`src/rtl/alsu_pkg.sv`:
```
// Shared definitions for the ALSU command arbiter: command layout, op codes and FSM encoding.
package alsu_pkg;
    localparam int REP_W      = 3;
    localparam int ALSU_CMD_W = 16;
    localparam int CMD_W      = REP_W + ALSU_CMD_W;

    localparam int BYP_B_BIT = 0;
    localparam int BYP_A_BIT = 1;
    localparam int RED_B_BIT = 2;
    localparam int RED_A_BIT = 3;
    localparam int DIR_BIT   = 4;
    localparam int SIN_BIT   = 5;
    localparam int CIN_BIT   = 6;
    localparam int OP_LSB    = 7;
    localparam int B_LSB     = 10;
    localparam int A_LSB     = 13;

    typedef enum logic [2:0] {
        OP_AND   = 3'b000,
        OP_XOR   = 3'b001,
        OP_ADD   = 3'b010,
        OP_MUL   = 3'b011,
        OP_SHIFT = 3'b100,
        OP_ROT   = 3'b101
    } op_e;

    typedef enum logic [1:0] {
        ST_IDLE  = 2'd0,
        ST_ISSUE = 2'd1,
        ST_WAIT  = 2'd2,
        ST_RESP  = 2'd3
    } state_e;

    // Only un-bypassed shift/rotate ops honour the repeat field.
    function automatic logic is_repeatable(input logic [ALSU_CMD_W-1:0] cmd);
        logic [2:0] op;
        op = cmd[OP_LSB +: 3];
        return (op == OP_SHIFT || op == OP_ROT) && !cmd[BYP_A_BIT] && !cmd[BYP_B_BIT];
    endfunction
endpackage

```
`src/rtl/rr_arbiter2.sv`:
```
// Two-way round-robin arbiter: combinational grant/ready, registered last-grant pointer.
module rr_arbiter2 (
    input  logic clk,
    input  logic rst_n,
    input  logic en,
    input  logic valid0,
    input  logic valid1,
    output logic grant,
    output logic ready0,
    output logic ready1
);
    logic last_grant;

    always_comb begin
        grant = valid1;
        if (valid0 && valid1) grant = ~last_grant;
    end

    // Ready is held low while reset is asserted even though the FSM sits in IDLE.
    assign ready0 = en & rst_n & ~grant;
    assign ready1 = en & rst_n & grant;

    always_ff @(posedge clk or negedge rst_n) begin
        if (!rst_n) begin
            last_grant <= 1'b1;
        end else if (en && (valid0 || valid1)) begin
            last_grant <= grant;
        end
    end
endmodule

```
`src/rtl/alsu_cmd_arbiter.sv`:
```
// Shares one ALSU between two requesters: arbitrates, issues (with shift/rotate repeats),
// captures the ALSU result and returns it on a valid/ready response port.
module alsu_cmd_arbiter
    import alsu_pkg::*;
#(
    parameter int REP_W = 3
) (
    input  logic                        clock_100Mhz,
    input  logic                        rst_n,
    input  logic                        req0_valid,
    input  logic [REP_W+ALSU_CMD_W-1:0] req0_cmd,
    output logic                        req0_ready,
    input  logic                        req1_valid,
    input  logic [REP_W+ALSU_CMD_W-1:0] req1_cmd,
    output logic                        req1_ready,
    output logic [ALSU_CMD_W-1:0]       alsu_cmd,
    output logic                        alsu_ce,
    input  logic [5:0]                  alsu_out,
    input  logic                        alsu_valid,
    output logic                        rsp_valid,
    output logic                        rsp_id,
    output logic [5:0]                  rsp_data,
    output logic                        rsp_err,
    input  logic                        rsp_ready
);
    localparam int FULL_W = REP_W + ALSU_CMD_W;

    state_e              state;
    logic [REP_W-1:0]    rep_cnt;
    logic                grant;
    logic                accept;
    logic [FULL_W-1:0]   sel_cmd;

    rr_arbiter2 u_arb (
        .clk    (clock_100Mhz),
        .rst_n  (rst_n),
        .en     (state == ST_IDLE),
        .valid0 (req0_valid),
        .valid1 (req1_valid),
        .grant  (grant),
        .ready0 (req0_ready),
        .ready1 (req1_ready)
    );

    assign accept  = (req0_valid & req0_ready) | (req1_valid & req1_ready);
    assign sel_cmd = grant ? req1_cmd : req0_cmd;

    always_ff @(posedge clock_100Mhz or negedge rst_n) begin
        if (!rst_n) begin
            state     <= ST_IDLE;
            alsu_cmd  <= '0;
            alsu_ce   <= 1'b0;
            rep_cnt   <= '0;
            rsp_valid <= 1'b0;
            rsp_id    <= 1'b0;
            rsp_data  <= '0;
            rsp_err   <= 1'b0;
        end else begin
            case (state)
                ST_IDLE: begin
                    if (accept) begin
                        alsu_cmd <= sel_cmd[ALSU_CMD_W-1:0];
                        rsp_id   <= grant;
                        rep_cnt  <= is_repeatable(sel_cmd[ALSU_CMD_W-1:0]) ?
                                    sel_cmd[FULL_W-1 -: REP_W] : '0;
                        alsu_ce  <= 1'b1;
                        state    <= ST_ISSUE;
                    end
                end
                ST_ISSUE: begin
                    // One ALSU clock-enable per remaining repeat, plus the initial one.
                    if (rep_cnt != '0) begin
                        rep_cnt <= rep_cnt - 1'b1;
                    end else begin
                        alsu_ce <= 1'b0;
                        state   <= ST_WAIT;
                    end
                end
                ST_WAIT: begin
                    rsp_data  <= alsu_out;
                    rsp_err   <= ~alsu_valid;
                    rsp_valid <= 1'b1;
                    state     <= ST_RESP;
                end
                ST_RESP: begin
                    if (rsp_ready) begin
                        rsp_valid <= 1'b0;
                        state     <= ST_IDLE;
                    end
                end
                default: state <= ST_IDLE;
            endcase
        end
    end
endmodule

```
`config.mk`:
```
export PLATFORM = sky130hd
export DESIGN_NAME = alsu_cmd_arbiter
export DESIGN_NICKNAME = d
export VERILOG_FILES = /design/src/rtl/alsu_pkg.sv /design/src/rtl/rr_arbiter2.sv /design/src/rtl/alsu_cmd_arbiter.sv
export SDC_FILE = /design/constraint.sdc
export NUM_CORES = 1
export LEC_CHECK = 0
export ABC_AREA = 0
export CORE_AREA = 2 2 71 73
export DETAILED_ROUTE_END_ITERATION = 16
export DIE_AREA = 0 0 73 75
export PLACE_DENSITY = 0.73
export SETUP_SLACK_MARGIN = 0.4
export SYNTH_ARGS = -nofsm -noshare
export SYNTH_HDL_FRONTEND = slang
export SYNTH_SLANG_ARGS = --single-unit
```
`constraint.sdc`:
```
create_clock -name clock_100Mhz -period 1.6 [get_ports clock_100Mhz]
set_input_delay 0.16 -clock clock_100Mhz [delete_from_list [all_inputs] [get_ports clock_100Mhz]]
set_output_delay 0.16 -clock clock_100Mhz [all_outputs]
set_load 0.01 [all_outputs]
```
==> results.sh, run 1 <==
export IMPL_timing_setup_tns_ns=0
export IMPL_avgSynthCellArea_um2=11.05
export IMPL_finalSetupViolCount=0
export IMPL_setup_slack_ns=0.08188
export IMPL_first_iter_violations=96
export IMPL_hold_path_class="in -> reg"
export IMPL_cts_max_level=2
export IMPL_avgViaCountPerCell=4.972
export IMPL_routedWlPerCell_um=15.27
export IMPL_gpl_final_weighted_congestion=0.8157
export IMPL_hpwlAfterDp_mm=3.295
export IMPL_start_util_pct=35.81
export IMPL_syn_inst=151
export IMPL_dr_pass1_iters=4
export IMPL_pwr_density_cell_nw_per_um2=1712
export IMPL_startpoint_type="input pin"
export IMPL_final_nets=318
export IMPL_fp_dieH_um=75
export IMPL_cp_required_ns=1.77
export IMPL_clk_pin_slew_ns=0.07
export IMPL_ant_nets=0
export IMPL_synth_cell_types=31
export IMPL_slew_violations=0
export IMPL_fin_cells=316
export IMPL_clk_path_buf_depth=2
export IMPL_power_leakage_nw=1.428
export IMPL_path_class="in -> reg"
export IMPL_total_power_mw=5.297
export IMPL_antenna_found_initial=0
export IMPL_crit_path_end_kind="register"
export IMPL_dp_cells=289
export IMPL_grt_overflow=0
export IMPL_synthTopCellsByArea="dfrtp_1 46%, mux2i_1 13%, ha_1 5.2%"
export IMPL_crit_fanout=6
export IMPL_insertion_delay_ns=0.28
export IMPL_yosys_area_top_type="dfrtp_1"
export IMPL_synth_nets=208
export IMPL_rsz0062_at_grt="yes"
export IMPL_yosysTopAreaCellShare_pct=46.48
export IMPL_vias=1571
export IMPL_period_share_pct=94.88
export IMPL_grt_pass1_wl_mm=7.341
export IMPL_crit_path_top_delay_cell="clkdlybuf4s50_1"
export IMPL_slowest_delay_ns=0.47
export IMPL_ys_seq_area_share_pct=48.05
export IMPL_io_buffers=77
export IMPL_clock_root_buffer="clkbuf_8"
export IMPL_yosys_warnings=0
export IMPL_layout_commonest_cell="clkdlybuf4s50_1"
export IMPL_fp_dieW_um=73
export IMPL_antenna_cells=0
export IMPL_most_common_layout_cells="47 x clkdlybuf4s50_1, 31 x dfrtp_1, 26 x dlygate4sd2_1, 19 x o21ai_1"
export IMPL_syn_to_final_growth_pct=85.38
export IMPL_hold_viol_final=0
export IMPL_grt_max_degree=22
export IMPL_fin_worst_skew_ns=0.009503
export IMPL_period_needed_ns=1.518
export IMPL_n_fill_cell=367
export IMPL_drcViolationCount=0
export IMPL_maxSlewHeadroom_pct=63.63
export IMPL_detailedPlace_worstSlack_ns=-0.2516
export IMPL_dieArea_um2=5475
export IMPL_max_cap_violations=0
export IMPL_vdd_ir_drop_max_uv=909.7
export IMPL_numCtsBuffers=5
export IMPL_ios=78
export IMPL_arrival_ns=1.69
export IMPL_rows=25
export IMPL_design_core_area_um2=4661
export IMPL_synth_seq_cells=32
export IMPL_max_freq_mhz=658.7
export IMPL_cts_tree="done"
export IMPL_first_global_vias=1557
export IMPL_status="completed"
export IMPL_synthesis_area_um2=1669
export IMPL_cts_num_sinks=32
export IMPL_tightest_slew_ns=0.5380
export IMPL_grt_use_total_pct=17.87
export IMPL_routed_wirelength_mm=4.825
export IMPL_crit_chain="clkdlybuf4s50_1 > a21boi_4 > buf_8 > mux2i_4 > nor4_1 > a221o_1"
export IMPL_drive_gt1_share_pct=32.06
-- critical path, delay by kind of cell --
kind / cells / cell delay [ns]
AO/OA/AOI/OAI: 2 / 0.50
buffers and inverters: 2 / 0.64
multiplexers: 1 / 0.30
AND/OR/NAND/NOR: 1 / 0.08
-- synthesized netlist by cell type, drive strengths merged --
| cell | instances |
|---|---|
| ha | 7 |
| inv | 10 |
| buf | 5 |
| clkbuf | 4 |
| a222oi | 1 |
| a211o | 1 |
| and3 | 1 |
| dfrtp | 31 |
| o2bb2ai | 1 |
| and2 | 1 |
| o21ai | 21 |
| a21oi | 1 |
| o31ai | 2 |
| a221o | 3 |
| mux2i | 21 |
| nor2 | 3 |
| o211ai | 1 |
| a21o | 2 |
| mux2 | 6 |
| a31oi | 1 |
| nor4b | 2 |
| a21boi | 2 |
| nand2 | 20 |
| dfstp | 1 |
| nor4 | 3 |
-- final timing paths --
check	depth (start not counted)	from	slack (ns)	endpoint
max in group asynchronous	3	rst_n	0.79	u_arb.last_grant
min	4	req1_valid	0.35	u_arb.last_grant
min in group asynchronous	3	rst_n	0.56	alsu_ce
max	6	req0_valid	0.08	rep_cnt[2]
min reg2reg	2	alsu_cmd[4]	0.48	alsu_cmd[4]
max reg2reg	5	u_arb.last_grant	0.09	rep_cnt[2]
-- sequential cells by signal, indices dropped and copies added, names as in the netlist, 2 cells and up --
register / flops
rsp_data: 6
state: 2
rep_cnt: 3
alsu_cmd: 16
-- layout make-up --
type	count	area, µm²	area share [%]
clock buffers	7	96.34	3.114
clock inverters	1	30.03	0.9705
inverters	10	37.54	1.213
multi-input cells	100	938.4	30.33
flip-flops and latches	32	802.0	25.92
well taps	54	67.56	2.184
repair buffers	112	1122	36.27
-- kinds of logic after synthesis --
logic type,count (synthesis),synth area share [%]
compound gates,36,15.07
simple gates,30,8.546
flops,32,48.05
mux,27,16.64
buf+inv,19,6.447
fa+ha+maj,7,5.247
-- where the power goes --
part           switching, mW  leakage [nW]  internal, mW  total, mW
clock network          0.307        0.0645         0.549      0.857
registers              0.225         0.388          1.20       1.43
logic                   1.31         0.976          1.70       3.01
total                   1.84          1.43          3.46       5.30
-- repair_timing --
item / 4_1_cts / 5_1_grt
gates cloned: 1 / 1
resized for setup: 80 / 25
pin swaps: 13 / 12
endpoints found under the hold margin: 31 / 0
endpoints found under the setup margin: 59 / 33
setup buffers: 10 / 6
hold buffers: 1 / 0
-- routing by layer --
layer | share of wire [%] | GRT usage [%] | vias to the layer above
li1 | - | - | 756
met1 | 40 | 21.53 | 743
met2 | 51 | 29.93 | 67
met3 | 7.3 | 6.158 | 5
met4 | 0.95 | 6.173 | 0
met5 | 0 | 0 | -
-- through the flow --
| stage | hold slack [ns] | area, µm² | util [%] |
|---|---|---|---|
| 2_1_floorplan | -0.1356 | 1717 | - |
| 3_3_place_gp | 0.2339 | 2579 | 55.33 |
| 3_5_place_dp | 0.2360 | 2579 | 55.33 |
| 4_1_cts | 0.3372 | 2920 | 62.66 |
| 5_1_grt | 0.3664 | 3094 | 66.39 |
| 6_report | 0.3531 | 3094 | 66.39 |
(Power assumes the default switching activity.)
==> inputs of run 2 (changes only) <==
Settings changed: CAP_MARGIN from default to 20, RECOVER_POWER from default to 100.
==> run 2 against run 1 <==
Compared with the run above:
- count of clock-buffer cells in the layout unchanged
- first-iteration DRC count shrank 17%
- combinational power is 6% lower
- core utilization shrank 1.6 points
- clock skew is essentially flat
- worst setup slack improved by 0.0085 ns
- final cell count unchanged
- flip-flop and latch count stayed put
- sequential share of layout area increased by 0.64 points
- critical path type is now reg -> reg
- die area stayed put
==> results.sh, run 2 (synthesized netlist as in run 1, its figures left out) <==
export IMPL_status="completed"
export IMPL_cp_required_ns=1.81
export IMPL_grt_use_total_pct=17.87
export IMPL_ff2ff_setup_slack_ns=0.09
export IMPL_avgViaCountPerCell=4.943
export IMPL_dieArea_um2=5475
export IMPL_layout_commonest_cell="clkdlybuf4s50_1"
export IMPL_clock_root_buffer="clkbuf_8"
export IMPL_largest_registers="alsu_cmd: 16 flops, rsp_data: 6 flops, rep_cnt: 3 flops"
export IMPL_pwr_density_cell_nw_per_um2=1693
export IMPL_fp_dieH_um=75
export IMPL_ant_nets=0
export IMPL_worst_hold_slack_ns=0.3516
export IMPL_power_frac_clock_pct=16.7
export IMPL_antenna_found_initial=0
export IMPL_fin_worst_skew_ns=0.009058
export IMPL_most_common_layout_cells="47 x clkdlybuf4s50_1, 31 x dfrtp_1, 26 x dlygate4sd2_1, 19 x mux2i_1"
export IMPL_tightest_slew_ns=0.8646
export IMPL_setup_slack_ns=0.09041
export IMPL_numCtsBuffers=5
export IMPL_hold_path_class="in -> reg"
export IMPL_placed_cell_area_um2=2579
export IMPL_drcViolationCount=0
export IMPL_hpwlAfterDp_mm=3.295
export IMPL_slew_violations=0
export IMPL_hold_viol_final=0
export IMPL_arrival_ns=1.71
export IMPL_grt_pass1_wl_mm=7.341
export IMPL_n_fill_cell=377
export IMPL_fin_area_um2=3019
export IMPL_dp_cells=289
export IMPL_drive_gt1_share_pct=26.72
export IMPL_final_nets=318
export IMPL_path_class="reg -> reg"
export IMPL_insertion_delay_ns=0.28
export IMPL_hold_start="req1_valid"
export IMPL_grt_overflow=0
export IMPL_netSwitchingPower_mw=1.797
export IMPL_start_util_pct=35.81
export IMPL_swShare_pct=35.15
export IMPL_antenna_cells=0
export IMPL_crit_path_top_delay_cell="dfrtp_1"
export IMPL_gpl_final_weighted_congestion=0.8157
export IMPL_power_leakage_nw=1.389
export IMPL_period_share_pct=94.35
export IMPL_largest_reg_flops=16
export IMPL_startpoint_type="register"
export IMPL_cts_max_level=2
export IMPL_routedWlPerCell_um=15.00
export IMPL_max_freq_mhz=662.4
export IMPL_fin_cells=316
export IMPL_crit_chain="inv_2 > ha_4 > ha_4 > inv_2 > a222oi_1 > buf_4 > o21ai_1 > o21ai_1"
export IMPL_clk_path_buf_depth=2
export IMPL_startpoint="rep_cnt[0]"
export IMPL_internal_power_mw=3.315
export IMPL_vdd_ir_drop_max_uv=837.6
export IMPL_io_buffers=77
export IMPL_crit_fanout=4
export IMPL_routed_wirelength_mm=4.741
export IMPL_finalSetupViolCount=0
export IMPL_dr_pass1_iters=4
export IMPL_cts_num_sinks=32
export IMPL_first_global_vias=1557
export IMPL_timing_setup_tns_ns=0
export IMPL_rows=25
export IMPL_period_needed_ns=1.510
export IMPL_first_iter_violations=80
export IMPL_vias=1562
export IMPL_ios=78
export IMPL_rsz0062_at_grt="yes"
export IMPL_design_core_area_um2=4661
export IMPL_cts_tree="done"
export IMPL_largest_register="alsu_cmd"
export IMPL_slowest_delay_ns=0.40
export IMPL_seqPwrFrac_pct=27.7
export IMPL_max_cap_violations=0
export IMPL_rr_startpoint="rep_cnt[0]"
export IMPL_clk_pin_slew_ns=0.07
export IMPL_grt_max_degree=22
export IMPL_pwr_share_comb_pct=55.5
export IMPL_maxSlewHeadroom_pct=42.36
export IMPL_syn_to_final_growth_pct=80.88
export IMPL_fp_dieW_um=73
export IMPL_detailedPlace_worstSlack_ns=-0.2516
export IMPL_crit_path_end_kind="register"
[run 2: changes by cell type in the layout (fill, tap and decap cells not counted), moves of 2 or more]
cell,previous run,this run
buf_4,18,14
o21ai_1,19,15
o21ai_0,1,5
clkbuf_1,0,4
mux2_1,0,6
buf_6,11,9
clkbuf_2,0,3
mux2_4,6,0
[run 2: per-layer routing]
metal	vias up	part of all wire (%)	track usage, %
met3	5	6.4	6.158
met2	59	51	29.93
met5	-	0	0
met4	0	0.97	6.173
li1	757	-	-
met1	741	41	21.53
[run 2: worst paths after layout]
| check | to | cells after the start |
|---|---|---|
| min in group asynchronous | rsp_id | 3 |
| setup reg to reg | state[0] | 8 |
| hold / removal | u_arb.last_grant | 4 |
| max in group asynchronous | rsp_valid | 3 |
| hold reg to reg | alsu_cmd[0] | 2 |
| setup / recovery | state[0] | 8 |
[run 2: metrics by stage]
stage | utilization [%] | total power, mW
after floorplan | - | 2.700
after global routing | 64.78 | 5.480
after detailed placement | 55.33 | 3.819
after CTS | 62.66 | 5.010
after global placement | 55.33 | 3.735
final | 64.78 | 5.112
[run 2: timing repair]
item	4_1_cts	5_1_grt
pin swaps	13	12
setup buffers	10	6
hold endpoints to repair	31	0
resized for setup	80	25
gates cloned	1	1
hold buffers	1	0
setup endpoints to repair	59	33
[run 2: cell type report]
cell class	instances	area [µm²]	share of cell area (%)
Timing Repair Buffer	112	1087	36.01
Sequential cell	32	802.0	26.56
Clock buffer	7	96.34	3.191
Inverter	10	37.54	1.243
Multi-Input combinational cell	100	898.4	29.76
Tap cell	54	67.56	2.238
Clock inverter	1	30.03	0.9946
[run 2: power groups by stage]
| stage | Clock [mW] | Combinational [mW] | Sequential, mW |
|---|---|---|---|
| CTS | 0.876 | 2.72 | 1.41 |
| detailed placement | 0 | 2.38 | 1.44 |
| floorplan | 0 | 1.13 | 1.57 |
| global route | 0.903 | 3.11 | 1.47 |
| finish | 0.855 | 2.84 | 1.42 |
| global placement | 0 | 2.32 | 1.41 |
[run 2: critical path, delay by kind of cell, from the launching register on]
kind | cells | cell delay, ns
AO/OA/AOI/OAI | 3 | 0.47
flip-flops | 1 | 0.40
buffers and inverters | 3 | 0.31
adder cells (fa/ha/maj) | 2 | 0.26
==> inputs of run 3 (changes only) <==
Settings changed: CTS_CLUSTER_DIAMETER from default to 40.
==> results of run 3 <==
Final layout, timing and power as in run 2 (identical DEF).
==> edit, RTL diff (flow settings as in run 3) <==
`REP_W` is set to 3 in 2 places; all go to 5.
--- a/src/rtl/alsu_pkg.sv
+++ b/src/rtl/alsu_pkg.sv
@@ -2,3 +2,3 @@
 package alsu_pkg;
-    localparam int REP_W      = 3;
+    localparam int REP_W      = 5;
     localparam int ALSU_CMD_W = 16;
--- a/src/rtl/alsu_cmd_arbiter.sv
+++ b/src/rtl/alsu_cmd_arbiter.sv
@@ -5,3 +5,3 @@
 #(
-    parameter int REP_W = 3
+    parameter int REP_W = 5
 ) (
Interface: changed (resized req0_cmd and req1_cmd); port bits go from 78 to 82. The function was not compared with the original's and may differ.
==> edit against run 3 <==
- the run now ends with negative setup slack left
- cell area up 11%
- sequential cell count up 2
- critical path depth down 1
- first-iteration DRC count up 1.3%
- power up 10%
- synthesized area up 5.7%
- setup slack worse by 0.27 ns
- clock skew down 0.0027 ns
- sequential share of layout area down 1.1 points
- wire length up 23%
- combinational power up 20%
- global-route usage up 3.3 points
- maximum frequency down 15%
==> edit: results (changes against run 3) <==
Global route:
- The total global-route track usage is 21.21% (was 17.87%).
- The pin count of the biggest net entering global routing is 30 (was 22).
- The wire length of the first global-routing pass came to 8.687 mm (was 7.341 mm).

Layout:
- The count of nets after finishing is 358 (was 318).
- Biggest registers after layout: alsu_cmd x16, rsp_data x6, rep_cnt x5 (was alsu_cmd x16, rsp_data x6, rep_cnt x3).
- The share of cells above drive strength 1 is 34.23% (was 26.72%).

Place:
- The total half-perimeter wirelength after legalization and detailed placement is 3.747 mm (was 3.295 mm).
- The number of input and output port buffers inserted is 81 (was 77).
- The worst slack at placement came to -0.2603 ns (was -0.2516 ns).
- The cell area reported after detailed placement is 2831 um^2 (was 2579 um^2).
- The placer congestion estimate is 0.8052 (was 0.8157).

Setup path:
- The cell with the largest stage delay on the worst path was or4b_4 (was dfrtp_1).
- The depth of the most critical reg-to-reg path is 7 (was 8).
- The maximum fanout along the worst path is 5 (was 4).
- The start point of the critical path is rep_cnt[1] (was rep_cnt[0]).
- The largest incremental delay on the critical path is 0.50 ns (was 0.40 ns).
- The reg-to-reg critical path endpoint is rep_cnt[0] (was state[0]).
- The arrival time at the worst endpoint is 1.95 ns (was 1.71 ns).

Synth:
- The sequential area share after synthesis was 48.30% (was 48.05%).
- The distinct cell type count after synthesis is 41 (was 31).
- Top cells by area, synth: dfrtp_1 47%, mux2i_1 9.6%, o21ai_0 6.2% (was dfrtp_1 46%, mux2i_1 13%, ha_1 5.2%).
- The number of nets in the synthesized netlist is 234 (was 208).

Worst hold path:
- The instance count along the most critical hold path is 2 (was 4).
- The hold path startpoint is alsu_valid (was req1_valid).
- The destination of the worst hold path is rsp_err (was u_arb.last_grant).

Run status:
- The final reports fail on negative setup slack.
- Status: complete, but fails checks (was finished, final reports clean).

Pwr:
- The leakage power total is 1.522 nW (was 1.389 nW).
- The worst voltage drop across the vdd grid was 0.7876 mV (was 0.8376 mV).

Drt:
- The wire length after detailed routing is 5.855 mm (was 4.741 mm).
- The total via count in the routed design was 1841 (was 1562).

STA:
- The total setup violations reported at the end of the flow came to 8 (was 0).
- The worst clock skew is 0.006385 ns (was 0.009058 ns).
- The final worst-path setup slack is -0.1824 ns (was 0.09041 ns).
- The actual transition at the worst max-transition pin is 0.7184 ns (was 0.8646 ns).
edit: worst max-delay path by stage:
stage	to	slack (ns)	depth (start not counted)
global route	state[0]	-0.26	7
CTS	state[0]	-0.17	7
finish	rep_cnt[0]	-0.18	7
detailed placement	rep_cnt[1]	-0.26	7
global placement	state[0]	-0.21	7
floorplan	state[0]	-0.18	7
edit: cell type report:
type	instances	area, um^2
multi-input cells	121	1086
repair buffers	127	1224
clock inverters	2	10.01
fillers	327	1319
well taps	54	67.56
flip-flops and latches	34	852.1
inverters	8	30.03
clock buffers	6	72.57
edit: metal layers:
| layer | up-vias | global-route usage [%] | part of all wire (%) |
|---|---|---|---|
| met4 | 0 | 10.08 | 2.9 |
| met1 | 872 | 23.79 | 40 |
| met3 | 16 | 5.221 | 5.7 |
| met2 | 73 | 37.84 | 52 |
| met5 | - | 0 | 0 |
| li1 | 880 | - | - |
edit: kinds of logic after synthesis:
| logic type | Yosys count | synth area share [%] |
|---|---|---|
| compound gates | 50 | 18.02 |
| simple gates | 41 | 10.78 |
| flops | 34 | 48.30 |
| mux | 23 | 13.47 |
| buf+inv | 18 | 4.468 |
| fa+ha+maj | 7 | 4.964 |
edit: report_power, final:
group	switching (mW)	internal [mW]	leakage, nW
registers	0.308	1.30	0.409
logic	1.57	1.85	1.07
clock network	0.310	0.301	0.0450
total	2.18	3.45	1.52
edit: timing repair:
item	in CTS	in global routing
hold buffers	2	0
hold endpoints to repair	5	0
setup endpoints to repair	59	34
gates cloned	4	0
pin swaps	8	3
buffers inserted	12	4
gates resized for setup	89	20
edit: through the flow:
step                instances  utilization (%)  setup TNS [ns]  hold slack (ns)
finish                    352            71.70          -1.101           0.4280
global route              352            71.70          -2.334           0.4542
CTS                       348            70.01         -0.6667           0.3328
detailed placement        322            60.75          -2.287          0.02552
global placement          322            60.75          -1.684          0.02447
floorplan                 173                -         -0.4973          -0.1356
edit: critical path: cells and delay by family, from the launching register on:
family	cells	cell delay, ns
AND/OR/NAND/NOR	1	0.50
flip-flops	1	0.40
AO/OA/AOI/OAI	3	0.37
buffers and inverters	2	0.27
adder cells (fa/ha/maj)	1	0.13
